**config.mk**
```make
export PLATFORM = sky130hd
export DESIGN_NAME = tx_data_buffer
export DESIGN_NICKNAME = d
export VERILOG_FILES = /design/src/rtl/tx_data_buffer.sv
export SDC_FILE = /design/constraint.sdc
export NUM_CORES = 1
export LEC_CHECK = 0
export ABC_AREA = 1
export CAP_MARGIN = 30
export CORE_AREA = 2 2 214 216
export DETAILED_ROUTE_END_ITERATION = 10
export DIE_AREA = 0 0 216 218
export PLACE_DENSITY = 0.68
export SYNTH_ARGS = -nofsm -noshare
export SYNTH_HDL_FRONTEND = slang
export SYNTH_SLANG_ARGS = --single-unit
```
**constraint.sdc**
```tcl
create_clock -name clk -period 2.2 [get_ports clk]
set_input_delay 0.55 -clock clk [delete_from_list [all_inputs] [get_ports clk]]
set_output_delay 0.55 -clock clk [all_outputs]
set_load 0.03 [all_outputs]
```
**src/rtl/tx_data_buffer.sv**
```systemverilog
// Show-ahead byte FIFO between the host-side store path and the USB transmit encoder.
// Occupancy is tracked in its own register; full/empty never come from pointer compares.
module tx_data_buffer #(
  parameter int unsigned DEPTH = 64,
  parameter int unsigned WIDTH = 8
) (
  input  logic             clk,
  input  logic             n_rst,
  input  logic             store_tx_data,
  input  logic [WIDTH-1:0] tx_data,
  input  logic             get_tx_packet_data,
  input  logic             flush,
  output logic [WIDTH-1:0] tx_packet_data,
  output logic [6:0]       buffer_occupancy,
  output logic             buffer_full,
  output logic             buffer_empty,
  output logic             overflow,
  output logic             underflow
);

  localparam int unsigned AW = (DEPTH > 1) ? $clog2(DEPTH) : 1;
  localparam logic [AW-1:0] PtrOne = AW'(1);
  localparam logic [6:0] OccMax = 7'(DEPTH);

  logic [WIDTH-1:0] mem_q [DEPTH];

  logic [AW-1:0] wptr_q, wptr_d;
  logic [AW-1:0] rptr_q, rptr_d;
  logic [6:0]    occ_q, occ_d;
  logic          overflow_q, overflow_d;
  logic          underflow_q, underflow_d;

  logic full, empty;
  logic pop_ok, push_ok;
  logic mem_we;

  assign full  = (occ_q == OccMax);
  assign empty = (occ_q == 7'd0);

  // A push into a full buffer is still accepted when a pop frees the head slot this cycle.
  assign pop_ok  = get_tx_packet_data & ~empty;
  assign push_ok = store_tx_data & (~full | pop_ok);

  always_comb begin
    wptr_d      = wptr_q;
    rptr_d      = rptr_q;
    occ_d       = occ_q;
    overflow_d  = 1'b0;
    underflow_d = 1'b0;
    mem_we      = 1'b0;

    if (flush) begin
      wptr_d = '0;
      rptr_d = '0;
      occ_d  = 7'd0;
    end else begin
      overflow_d  = store_tx_data & ~push_ok;
      underflow_d = get_tx_packet_data & empty;

      if (push_ok) begin
        mem_we = 1'b1;
        wptr_d = wptr_q + PtrOne;
      end
      if (pop_ok) begin
        rptr_d = rptr_q + PtrOne;
      end

      unique case ({push_ok, pop_ok})
        2'b10:   occ_d = occ_q + 7'd1;
        2'b01:   occ_d = occ_q - 7'd1;
        default: occ_d = occ_q;
      endcase
    end
  end

  always_ff @(posedge clk or posedge n_rst) begin
    if (n_rst) begin
      wptr_q      <= '0;
      rptr_q      <= '0;
      occ_q       <= 7'd0;
      overflow_q  <= 1'b0;
      underflow_q <= 1'b0;
    end else begin
      wptr_q      <= wptr_d;
      rptr_q      <= rptr_d;
      occ_q       <= occ_d;
      overflow_q  <= overflow_d;
      underflow_q <= underflow_d;
    end
  end

  // Storage is deliberately left out of reset.
  always_ff @(posedge clk) begin
    if (mem_we) begin
      mem_q[wptr_q] <= tx_data;
    end
  end

  assign tx_packet_data   = empty ? '0 : mem_q[rptr_q];
  assign buffer_occupancy = occ_q;
  assign buffer_full      = full;
  assign buffer_empty     = empty;
  assign overflow         = overflow_q;
  assign underflow        = underflow_q;

endmodule

```
==> flow_summary.json, run 1 <==
{
  "status": "finished, violations left",
  "violations": "setup timing",
  "arrival_ps": 2590,
  "dieArea_mm2": 0.0471,
  "cp_max_fo": 23,
  "cts-root-buf": "clkbuf_16",
  "vdd_ir_drop_max_mv": 0.910,
  "design_area_mm2": 0.0274,
  "wirelength_mm": 58.8,
  "antenna_found_initial": 1,
  "hold_buffers": 0,
  "path_buf_inv": 3,
  "fin_setup_tns_ps": -7560,
  "slew_violations": 0,
  "max_slew_margin_pct": 58.0,
  "grt_pass1_vias": 15100,
  "min_period_ps": 3140,
  "dpl.hpwl_mm": 34.3,
  "drt-initial-drc-count": 1629,
  "drtPass1Iterations": 6,
  "utilization_pct": 61.0,
  "synth_top_area_share_pct": 69.2,
  "worstMarginPinSlew_ps": 627,
  "core_mm2": 0.0449,
  "grt_max_degree": 65,
  "worstSetupPathType": "flip-flop to output pin",
  "row_count": 78,
  "track_usage_pct": 24.4,
  "fin_skew_ps": 21.1,
  "yosys.area.top_type": "edfxtp_1",
  "clockBufferDepth": 3,
  "cts_buffers": 52,
  "dpl-instance-area_mm2": 0.0246,
  "fin_ws_ps": -939,
  "cp-start-kind": "flip-flop",
  "path_delay_family": "simple AND/OR/NAND/NOR gates",
  "drc": 0,
  "syn_inst": 1984,
  "global_route.overflow_total": 0,
  "routed_via_density": 5.50,
  "synthTopCellsByCount": "nand2_1 (780), edfxtp_1 (512), nand3_1 (276)",
  "power.total_w": 0.0303,
  "p_per_area_mw_per_mm2": 1110,
  "seq_area_frac_synth_pct": 71.6,
  "ys_async_sr_fraction_pct": 3.94,
  "cap_violations": 0,
  "yosys_warnings": 0,
  "critPathMaxStageDelay_ps": 580,
  "vias": 15500,
  "diodes": 0,
  "cp_cell_sequence": "buf_6, buf_12, nand2_1, nand3_1, nand3_1, nand3_1, nand3_2, nand3_1, nand2_2, nor2_2, buf_6",
  "worstPathRequired_ps": 1650,
  "avgSynthCellArea_um2": 11.2,
  "port_buffers": 31,
  "ys_top_cells_by_area": "edfxtp_1 (69%), nand2_1 (13%), nand3_1 (6.2%), dfrtp_1 (2.4%), nor2_1 (1.9%)",
  "wl_per_cell_um": 20.9,
  "die_h_um": 218,
  "ant_nets": 0,
  "grt_pass1_wl_mm": 86.4,
  "crit_top_cell": "nand3_1",
  "holdWs_ps": 198,
  "area_delta_synth_final_pct": 23.4,
  "clkLatencyLatePin_ps": 600,
  "ys_ff_latch": 533,
  "cts.sinks": 533,
  "fin_nets": 2198,
  "die_x_um": 216,
  "syn_area_mm2": 0.0222,
  "ios": 32,
  "end_kind": "output pin",
  "clk_pin_slew_ps": 60,
  "leakagePower_nw": 10.5,
  "slowest_stage": "dfrtp_4",
  "cts_tree": "built",
  "start_util_pct": 49.5,
  "finalSetupViolations": 11,
  "h-tree-depth": 2,
  "gp_congestion": 0.882,
  "finalHoldViolCount": 0,
  "drive_gt1_share_pct": 20.2,
  "synthFlopType": "edfxtp_1",
  "synth.most_common_cell": "nand2_1",
  "synth_nets": 2005,
  "max_freq_mhz": 319,
  "period_share_pct": 143,
  "grt_setup_unrepaired": "true",
  "synth.distinct_cells": 33,
  "hold_class": "input pin to flip-flop",
  "synth_edf_count": 512
}
## kinds of logic (layout without fill, tap and decap cells)
family	count (synthesis)	in the layout	share of synthesized area, %
adders and majority gates	8	8	0.485
and+or+nand+nor	1202	1202	22.4
DFF	533	533	71.6
AOI/OAI and AO/OA	98	98	2.25
xor gates and xnor gates	5	5	0.197
buffers and inverters	138	373	3.07
## power by group
part           switching, W  internal [W]  leakage (nW)
Combinational       0.00610       0.00401          4.85
Sequential         0.000137        0.0112          4.88
Clock               0.00373       0.00511         0.817
Total               0.00997        0.0203          10.5
## what timing repair did
action	CTS	global route
endpoints found under the setup margin	18	173
pin swaps	4	25
cloned	5	9
buffers inserted	8	4
gates resized for setup	70	117
## layout make-up
| class | instances | area (µm²) |
|---|---|---|
| Fill cell | 3428 | 17500 |
| Sequential cell | 533 | 15900 |
| Multi-Input combinational cell | 1313 | 6200 |
| Timing Repair Buffer | 242 | 2680 |
| Clock buffer | 64 | 1410 |
| Tap cell | 600 | 751 |
| Clock inverter | 32 | 285 |
| Inverter | 34 | 150 |
| Timing Repair inverter | 1 | 16.3 |
## per-stage QoR
step                      worst slack, ps  instances
after floorplan                     -21.9       1984
after global placement               -543       2697
after detailed placement             -538       2697
after CTS                            -937       2806
after global routing                -1040       2819
final                                -939       2819
## state kept, by name, summed over array words and instances, names as in the netlist
name / cells
rptr_q: 6
mem_q: 512
overflow: 1
buffer_occupancy: 7
underflow: 1
wptr_q: 6
## path summary, 6_finish.rpt
| check | startpoint | endpoint | slack (ps) | depth (start not counted) |
|---|---|---|---|---|
| min reg2reg | buffer_occupancy[5]$_DFFE_PP0P_ | buffer_occupancy[5]$_DFFE_PP0P_ | 590 | 2 |
| max in group asynchronous | n_rst | rptr_q[0]$_DFFE_PP0P_ | 1610 | 3 |
| min | tx_data[2] | mem_q[7][2]$_DFFE_PP_ | 200 | 1 |
| max reg2reg | buffer_occupancy[1]$_DFFE_PP0P_ | buffer_occupancy[5]$_DFFE_PP0P_ | -10 | 17 |
| max | rptr_q[0]$_DFFE_PP0P_ | tx_packet_data[6] | -940 | 11 |
| min in group asynchronous | n_rst | underflow$_DFF_PP0_ | 320 | 3 |
## placed cells by master, fill, tap and decap left out, drive strengths merged, types with 21 or more instances in the layout
cell type,count
nand3,277
nand2,782
dfrtp,21
clkinv,28
a21oi,78
clkbuf,72
nor2,116
edfxtp,512
buf,221
inv,29
## worst reg2reg max path: cells and delay by family, from the launching register on
kind | cells | cell delay [ps]
xor gates and xnor gates | 1 | 110
and+or+nand+nor | 9 | 840
DFF | 1 | 400
AOI/OAI and AO/OA | 1 | 60
buffers and inverters | 5 | 430
adders and majority gates | 1 | 270
## per-layer routing
| metal | wire length (µm) | vias up | global-route usage, % | part of all wire, % |
|---|---|---|---|---|
| met5 | 12 | - | 0 | 0.020 |
| met4 | 1660 | 2 | 9.18 | 2.8 |
| met3 | 5380 | 116 | 5.45 | 9.1 |
| met2 | 28100 | 715 | 39.5 | 48 |
| met1 | 23700 | 7452 | 32.6 | 40 |
| li1 | - | 7228 | - | - |
Note: power is estimated with default switching activity, not from simulation.
==> inputs of run 2 (changes only) <==
--- a/config.mk
+++ b/config.mk
@@ -7,9 +7,9 @@
 export LEC_CHECK = 0
 export ABC_AREA = 1
 export CAP_MARGIN = 30
-export CORE_AREA = 2 2 214 216
+export CORE_AREA = 2 2 302 155
 export DETAILED_ROUTE_END_ITERATION = 10
-export DIE_AREA = 0 0 216 218
+export DIE_AREA = 0 0 304 157
 export PLACE_DENSITY = 0.68
 export SYNTH_ARGS = -nofsm -noshare
 export SYNTH_HDL_FRONTEND = slang
==> run 2 against run 1 <==
  * The flow still finishes with violations (setup timing)
  * Utilization grew 0.74 points
  * Setup slack lost 36 ps
  * Sequential share of layout area shrank 0.57 points
  * Via count grew 2.6%
  * Wire length grew 1.5%
  * Critical path depth grew 1
  * Design area grew 1.0%
  * Clock skew shrank 3.4 ps
  * Non-clock buffer count grew 34
==> flow_summary.json, run 2 (same netlist as run 1, synthesis figures left out) <==
{
  "leakagePower_nw": 10.7,
  "cp-start-kind": "flip-flop",
  "worstMarginPinSlew_ps": 747,
  "antenna_found_initial": 0,
  "vias": 15900,
  "finalSetupViolations": 12,
  "arrival_ps": 2620,
  "reg2reg_to": "buffer_occupancy[5]$_DFFE_PP0P_",
  "switching_power_w": 0.0100,
  "p_clk_share_pct": 26.2,
  "slew_violations": 0,
  "path_buf_inv": 4,
  "hold_class": "input pin to asynchronous set/reset pin",
  "status": "finished, violations left",
  "layout_commonest_cell": "nand2_1",
  "fin_nets": 2228,
  "routed_via_density": 5.61,
  "row_count": 55,
  "cp_max_fo": 15,
  "cp_cell_sequence": "buf_6, clkbuf_16, buf_12, nand2_1, nand2_1, a21oi_1, nand3_2, nand3_1, nand3_2, nand2_2, nor2_2, buf_6",
  "max_freq_mhz": 315,
  "dieArea_mm2": 0.0477,
  "m1WireLength_mm": 25.1,
  "r2r_start": "buffer_occupancy[1]$_DFFE_PP0P_",
  "drc": 0,
  "drt-initial-drc-count": 1916,
  "h-tree-depth": 2,
  "grt_pass1_wl_mm": 85.9,
  "slowest_stage": "dfrtp_4",
  "port_buffers": 31,
  "fin_setup_tns_ps": -7530,
  "diodes": 0,
  "ios": 32,
  "fin_skew_ps": 17.7,
  "max_slew_margin_pct": 50.2,
  "wirelength_mm": 59.7,
  "finalHoldViolCount": 0,
  "worstPathRequired_ps": 1650,
  "cts-root-buf": "clkbuf_16",
  "mostFrequentLayoutCells": "nand2_1 (753), edfxtp_1 (512), nand3_1 (214)",
  "min_period_ps": 3170,
  "grt_max_degree": 65,
  "largest_reg_flops": 512,
  "die_x_um": 304,
  "cts_tree": "built",
  "fin_ws_ps": -975,
  "vdd_ir_drop_max_mv": 0.636,
  "clkLatencyLatePin_ps": 570,
  "period_share_pct": 144,
  "ant_nets": 0,
  "die_h_um": 157,
  "drive_gt1_share_pct": 22.1,
  "regMostFlops": "mem_q",
  "grt_pass1_vias": 14600,
  "hold_buffers": 0,
  "p_per_area_mw_per_mm2": 1090,
  "global_route.overflow_total": 0,
  "regArea_mm2": 0.0159,
  "gp_congestion": 0.891,
  "power.total_w": 0.0301,
  "combPwrFrac_pct": 36.2,
  "core_mm2": 0.0448,
  "grt_setup_unrepaired": "true",
  "holdWs_ps": 325,
  "wl_per_cell_um": 21.0,
  "p_int_w": 0.0201,
  "dr_wl_met2_mm": 27.3,
  "clk_pin_slew_ps": 70,
  "cts_buffers": 48,
  "cap_violations": 0,
  "swShare_pct": 33.3,
  "clockBufferDepth": 3,
  "fillCellCount": 3274,
  "met3WireLength_mm": 5.70,
  "end_kind": "output pin",
  "critPathMaxStageDelay_ps": 540,
  "multi_input_area_mm2": 0.00632,
  "ff2ff_setup_slack_ps": -60,
  "track_usage_pct": 23.7,
  "drtPass1Iterations": 6,
  "dpl.hpwl_mm": 34.6,
  "worstSetupPathType": "flip-flop to output pin",
  "rr_worst_depth": 17,
  "p_seq_share_pct": 37.6,
  "area_delta_synth_final_pct": 24.6,
  "dp_worst_setup_slack_ps": -383,
  "top_layer_used": "met4",
  "cts.sinks": 533,
  "violations": "setup timing",
  "path_delay_family": "simple AND/OR/NAND/NOR gates",
  "start_util_pct": 49.6
}
-- run 2: cell types whose count changed in the layout (fill, tap and decap cells not counted), sizes merged --
cell and delta:
buf +28, bufbuf +1, bufinv -3, clkbuf +4, clkinv -9, clkinvlp -2
inv +1
-- run 2: how the worst max path moves through the flow --
stage | from | to | slack [ps] | cells after the start
2_1_floorplan | buffer_occupancy[1]$_DFFE_PP0P_ | buffer_occupancy[6]$_DFFE_PP0P_ | -20 | 15
3_3_place_gp | rptr_q[1]$_DFFE_PP0P_ | tx_packet_data[0] | -380 | 11
3_5_place_dp | rptr_q[1]$_DFFE_PP0P_ | tx_packet_data[0] | -380 | 11
4_1_cts | rptr_q[0]$_DFFE_PP0P_ | tx_packet_data[6] | -930 | 12
5_1_grt | rptr_q[0]$_DFFE_PP0P_ | tx_packet_data[0] | -1040 | 12
6_report | rptr_q[0]$_DFFE_PP0P_ | tx_packet_data[0] | -970 | 12
-- run 2: stage by stage --
step	instance area (µm²)	utilization, %	instances
2_1_floorplan	22200	-	1984
6_report	27700	61.8	2837
3_3_place_gp	24700	55.2	2717
5_1_grt	27700	61.8	2837
3_5_place_dp	24700	55.2	2717
4_1_cts	26400	59.0	2808
-- run 2: cell type report --
type                       count  share of cell area, %
inverter                      34                  0.534
timing repair buffer         276                   11.2
tap                          598                   2.70
sequential                   533                   57.5
timing repair inverter         1                 0.0407
clock inverter                19                  0.497
clock buffer                  63                   4.66
multi-input combinational   1313                   22.8
-- run 2: tightest hold or removal path: cells and delay by family --
kind	cells	cell delay, ps
buffers and inverters	3	740
-- run 2: power groups by stage --
stage | clock, W | combinational, W | sequential [W]
after floorplan | 0 | 0.00465 | 0.0116
after global placement | 0 | 0.00807 | 0.0115
after detailed placement | 0 | 0.00816 | 0.0115
after CTS | 0.00794 | 0.00878 | 0.0113
after global routing | 0.00832 | 0.0116 | 0.0113
final | 0.00788 | 0.0109 | 0.0113
-- run 2: what timing repair did --
action                                  4_1_cts  5_1_grt
cloned                                        4       15
pin swaps                                    16       61
resized for setup                            53      173
endpoints found under the setup margin       20       76
buffers inserted                              6       17
endpoints found under the hold margin         0        0
-- run 2: layer usage --
metal  up-vias  track usage [%]
li1       7285                -
met1      7696             34.2
met2       809             37.4
met3       125             3.77
met4         0             7.37
met5         -                0
